==> config.mk <==
export PLATFORM = sky130hd
export DESIGN_NAME = decoded_instr_queue
export DESIGN_NICKNAME = d
export VERILOG_FILES = /design/src/rtl/Purple_Jade_pkg.sv /design/src/rtl/queue_mem.sv /design/src/rtl/decoded_instr_queue.sv
export SDC_FILE = /design/constraint.sdc
export NUM_CORES = 1
export LEC_CHECK = 0
export ABC_AREA = 0
export CAP_MARGIN = 20
export CORE_UTILIZATION = 40
export DETAILED_ROUTE_END_ITERATION = 6
export GPL_TIMING_DRIVEN = 0
export SLEW_MARGIN = 20
export SYNTH_ARGS = -nofsm -noshare
export SYNTH_HDL_FRONTEND = slang
export SYNTH_SLANG_ARGS = --single-unit
==> constraint.sdc <==
create_clock -name clk_i -period 11.34 [get_ports clk_i]
set_input_delay 2.268 -clock clk_i [delete_from_list [all_inputs] [get_ports clk_i]]
set_output_delay 2.268 -clock clk_i [all_outputs]
set_load 0.005 [all_outputs]
==> src/rtl/Purple_Jade_pkg.sv <==
// Shared front-end/back-end definitions for the Purple Jade core.
// Holds the decoded instruction bundle and front-end queue sizing.
package Purple_Jade_pkg;

  localparam int FE_QUEUE_ELS = 8;

  typedef struct packed {
    logic [31:0] pc;
    logic [31:0] imm;
    logic [4:0]  rs1;
    logic [4:0]  rs2;
    logic [4:0]  rd;
    logic [6:0]  opcode;
  } decoded_instruction_t;

  localparam int DECODED_INSTRUCTION_WIDTH =
    $bits(decoded_instruction_t);

endpackage

==> src/rtl/queue_mem.sv <==
// Queue storage: one synchronous write port, one asynchronous read port.
// Contents are intentionally left unreset.
module queue_mem #(
  parameter int ELS_P   = 8,
  parameter int WIDTH_P = 32,
  localparam int AW     = $clog2(ELS_P)
) (
  input  logic               clk_i,
  input  logic               w_v_i,
  input  logic [AW-1:0]      w_addr_i,
  input  logic [WIDTH_P-1:0] w_data_i,
  input  logic [AW-1:0]      r_addr_i,
  output logic [WIDTH_P-1:0] r_data_o
);

  logic [WIDTH_P-1:0] mem_q [ELS_P];

  always_ff @(posedge clk_i) begin
    if (w_v_i) mem_q[w_addr_i] <= w_data_i;
  end

  assign r_data_o = mem_q[r_addr_i];

endmodule

==> src/rtl/decoded_instr_queue.sv <==
// Front-end to back-end decoded instruction FIFO.
// Wrap-bit pointers; flush and async reset both zero the pointers.
module decoded_instr_queue
  import Purple_Jade_pkg::*;
#(
  parameter int ELS_P   = FE_QUEUE_ELS,
  parameter int WIDTH_P = DECODED_INSTRUCTION_WIDTH,
  localparam int AW     = $clog2(ELS_P),
  localparam int PW     = AW + 1,
  localparam int CW     = $clog2(ELS_P + 1)
) (
  input  logic               clk_i,
  input  logic               reset_i,
  input  logic               flush_i,
  input  logic               v_i,
  input  logic [WIDTH_P-1:0] data_i,
  output logic               ready_o,
  output logic               v_o,
  output logic [WIDTH_P-1:0] data_o,
  input  logic               ready_i,
  output logic [CW-1:0]      count_o,
  output logic               almost_full_o
);

  logic [PW-1:0] wptr_q, wptr_d;
  logic [PW-1:0] rptr_q, rptr_d;
  logic [PW-1:0] cnt;
  logic          empty, full, enq, deq;

  assign empty = (wptr_q == rptr_q);
  assign full  = (wptr_q[AW-1:0] == rptr_q[AW-1:0])
              && (wptr_q[AW] != rptr_q[AW]);

  // ready_o depends only on registered pointers
  assign ready_o = ~full;
  assign v_o     = ~empty & ~flush_i;
  assign enq     = v_i & ~full & ~flush_i;
  assign deq     = v_o & ready_i;

  assign cnt           = wptr_q - rptr_q;
  assign count_o       = CW'(cnt);
  assign almost_full_o = (cnt >= PW'(ELS_P - 1));

  always_comb begin
    wptr_d = wptr_q;
    rptr_d = rptr_q;
    if (flush_i) begin
      wptr_d = '0;
      rptr_d = '0;
    end else begin
      if (enq) wptr_d = wptr_q + PW'(1);
      if (deq) rptr_d = rptr_q + PW'(1);
    end
  end

  always_ff @(posedge clk_i or posedge reset_i) begin
    if (reset_i) begin
      wptr_q <= '0;
      rptr_q <= '0;
    end else begin
      wptr_q <= wptr_d;
      rptr_q <= rptr_d;
    end
  end

  queue_mem #(
    .ELS_P  (ELS_P),
    .WIDTH_P(WIDTH_P)
  ) u_mem (
    .clk_i   (clk_i),
    .w_v_i   (enq),
    .w_addr_i(wptr_q[AW-1:0]),
    .w_data_i(data_i),
    .r_addr_i(rptr_q[AW-1:0]),
    .r_data_o(data_o)
  );

endmodule

==> flow_summary.toml <==
[placed_design]
post-dp-hpwl_mm = 38.2
dp.cells = 2364
gp_congestion = 0.769
io_buffers = 183
pre_cts_slack_ps = 5190

[critical_path]
r2r_end = "u_mem.mem_q[0][61]$_DFFE_PP_"
crit_fanout = 10
crit_chain = "clkdlybuf4s50_1 -> clkbuf_1 -> a21oi_1 -> clkdlybuf4s50_1"
startpoint = "flush_i"
critical_path.top_delay_family = "buffers and inverters"
r2r_setup_slack_ps = 6850
crit_path_end_kind = "output pin"
worstReg2RegStart = "rptr_q[2]$_DFFE_PP0P_"
critical_path_required_ps = 9070
start_kind = "input port"
path_buf_inv = 3
crit_top_cell = "clkdlybuf4s50_1"
slowest_delay_ps = 590
worstPathArrival_ps = 3850
crit_type = "input port to output pin"
slowest_stage = "clkdlybuf4s50_1"
worstRegToRegCells = 13

[hold_path]
hold_depth = 2
min_from = "wptr_q[2]$_DFFE_PP0P_"
hold_class = "flip-flop to flip-flop"
worstHoldEndpoint = "wptr_q[2]$_DFFE_PP0P_"

[logic_synthesis]
synth_edf_count = 688
avgSynthCellArea_um2 = 21.1
synth_cells = 1260
syn_area_um2 = 26500
synth_fp_nets = 1357
yosys_warnings = 0
synth_seq_area_share = 0.786
async_reset_ff_frac = 0.0115
synth_ff_type = "edfxtp_1"
post_synth_num_cell_types = 32
synth_seq_cells = 696

[power]
power_density_nw_per_um2 = 180
peakVddDrop_mv = 0.0881
static-leakage-power_nw = 10.7

[floorplan]
dieArea_um2 = 67400
core_um2 = 65700
initial_utilization = 0.404
die_y_um = 260
die_x_um = 260
core.rowCount = 94
ios = 184

[cts]
numCtsBuffers = 71
cts_resized = 0
clk_path_buf_depth = 3
cts_setup_buffers = 0
path_clk_slew_ps = 60
clock-root-buffer = "clkbuf_16"
insertion_delay_ps = 610
clock-sinks = 696
cts_max_level = 3
hold_buffers = 0
cts_tree = "built"

[detailed_routing]
vias = 12800
drc = 0
first_pass_iters = 5
routed_wl_mm = 57.6
drt_iter0_markers = 881
final_antenna_net_count = 0
routedWlPerCell_um = 23.1
vias_per_cell = 5.15

[global_routing]
grt_max_degree = 20
overflow = 0
grt_antenna_before_repair = 6
grt_pass1_wl_mm = 86.1
grtUsageTotal = 0.176
grt_pass1_vias = 13600

[sta]
fmax_mhz = 164
maxSlewViolCount = 0
setup_slack_ps = 5230
rsz0062_at_grt = "false"
layout_min_cycle_time_ps = 6110
tightest_slew_ps = 877
finClkSkew_ps = 21.2
final_hold_viol_count = 0
setup_viol = 0
slew_headroom = 0.415
finalCritPeriodShare = 0.539
fin_hold_ws_ps = 628
fin_setup_tns_ps = 0

[run]
maxCapViolCount = 0

[cells_and_area]
nets = 1670
drive_gt1_frac = 0.226
fin_cells = 2491
syn_to_final_growth_pct = 23.6

[run_status]
status = "complete, no violations"
area by class of cell:
type | count | area [µm²]
clock inverters | 30 | 330
multi-input cells | 496 | 5340
repair buffers | 240 | 2840
clock buffers | 94 | 1950
flip-flops and latches | 696 | 20900
plain buffers | 60 | 367
fillers | 5248 | 32900
inverters | 8 | 30.0
diodes | 3 | 7.51
well taps | 864 | 1080
cells in the mapped netlist (7+ instances only):
library cell,number,area [µm²]
a21oi_1,7,35.0
buf_1,12,45.0
buf_2,11,55.1
buf_6,17,191
clkbuf_1,20,75.1
dfrtp_1,8,200
edfxtp_1,688,20700
inv_1,7,26.3
mux4_2,172,3870
nand2_1,265,995
nor2_1,14,52.6
worst register-to-register path: cells and delay by family (launching register included):
family	cells	cell delay, ps
buffers and inverters	9	2380
AO/OA/AOI/OAI	1	450
AND/OR/NAND/NOR	2	550
flip-flops	1	320
adder cells (fa/ha/maj)	1	510
registers in the layout (all words and copies together) (netlist names):
register,cells
u_mem.mem_q,688
rptr_q,4
wptr_q,4
cell usage in the layout (no fill, tap or decap), types with 8 or more instances in the layout:
master / n
mux4_2: 172
clkdlybuf4s50_1: 183
clkinv_1: 11
buf_1: 12
nor2_1: 8
edfxtp_1: 688
buf_4: 19
clkinv_2: 8
clkbuf_1: 39
buf_6: 24
buf_2: 11
nand2_1: 265
buf_16: 22
buf_12: 9
clkbuf_16: 75
dfrtp_1: 8
worst max-delay path by stage:
| stage | cells past startpoint | slack, ps | end |
|---|---|---|---|
| CTS | 4 | 5180 | v_o |
| global route | 4 | 5120 | v_o |
| global placement | 4 | -4900 | u_mem.mem_q[4][38]$_DFFE_PP_ |
| detailed placement | 4 | 5190 | v_o |
| finish | 4 | 5230 | v_o |
| floorplan | 3 | 2020 | u_mem.mem_q[0][0]$_DFFE_PP_ |
metrics by stage:
stage               utilization  instance area [µm²]  power, mW
detailed placement        0.464                30500       3.68
global placement          0.448                29500       3.67
CTS                       0.499                32800       5.98
finish                    0.499                32800       5.91
global route              0.499                32800       6.12
floorplan                     -                26500       3.35
kinds of logic after synthesis:
logic type	after synthesis	synth area share
flip-flops	696	0.786
AND/OR/NAND/NOR	294	0.0428
multiplexers	179	0.149
buffers and inverters	68	0.0149
AO/OA/AOI/OAI	14	0.00339
adder cells (fa/ha/maj)	6	0.00311
XOR/XNOR	3	0.000990
power by group:
| part | internal (mW) | leakage, nW | switching, mW | total, mW |
|---|---|---|---|---|
| clock network | 1.37 | 1.11 | 0.929 | 2.30 |
| registers | 2.87 | 6.32 | 0.00947 | 2.88 |
| logic | 0.406 | 3.22 | 0.328 | 0.734 |
| total | 4.64 | 10.7 | 1.27 | 5.91 |
metal layers:
metal	up-vias	global-route usage	routed length (µm)
li1	5676	-	-
met5	-	0	46
met4	6	0.0556	998
met1	6788	0.228	24200
met3	70	0.0365	2900
met2	289	0.296	29400
Power figures use the tool's default switching activity.
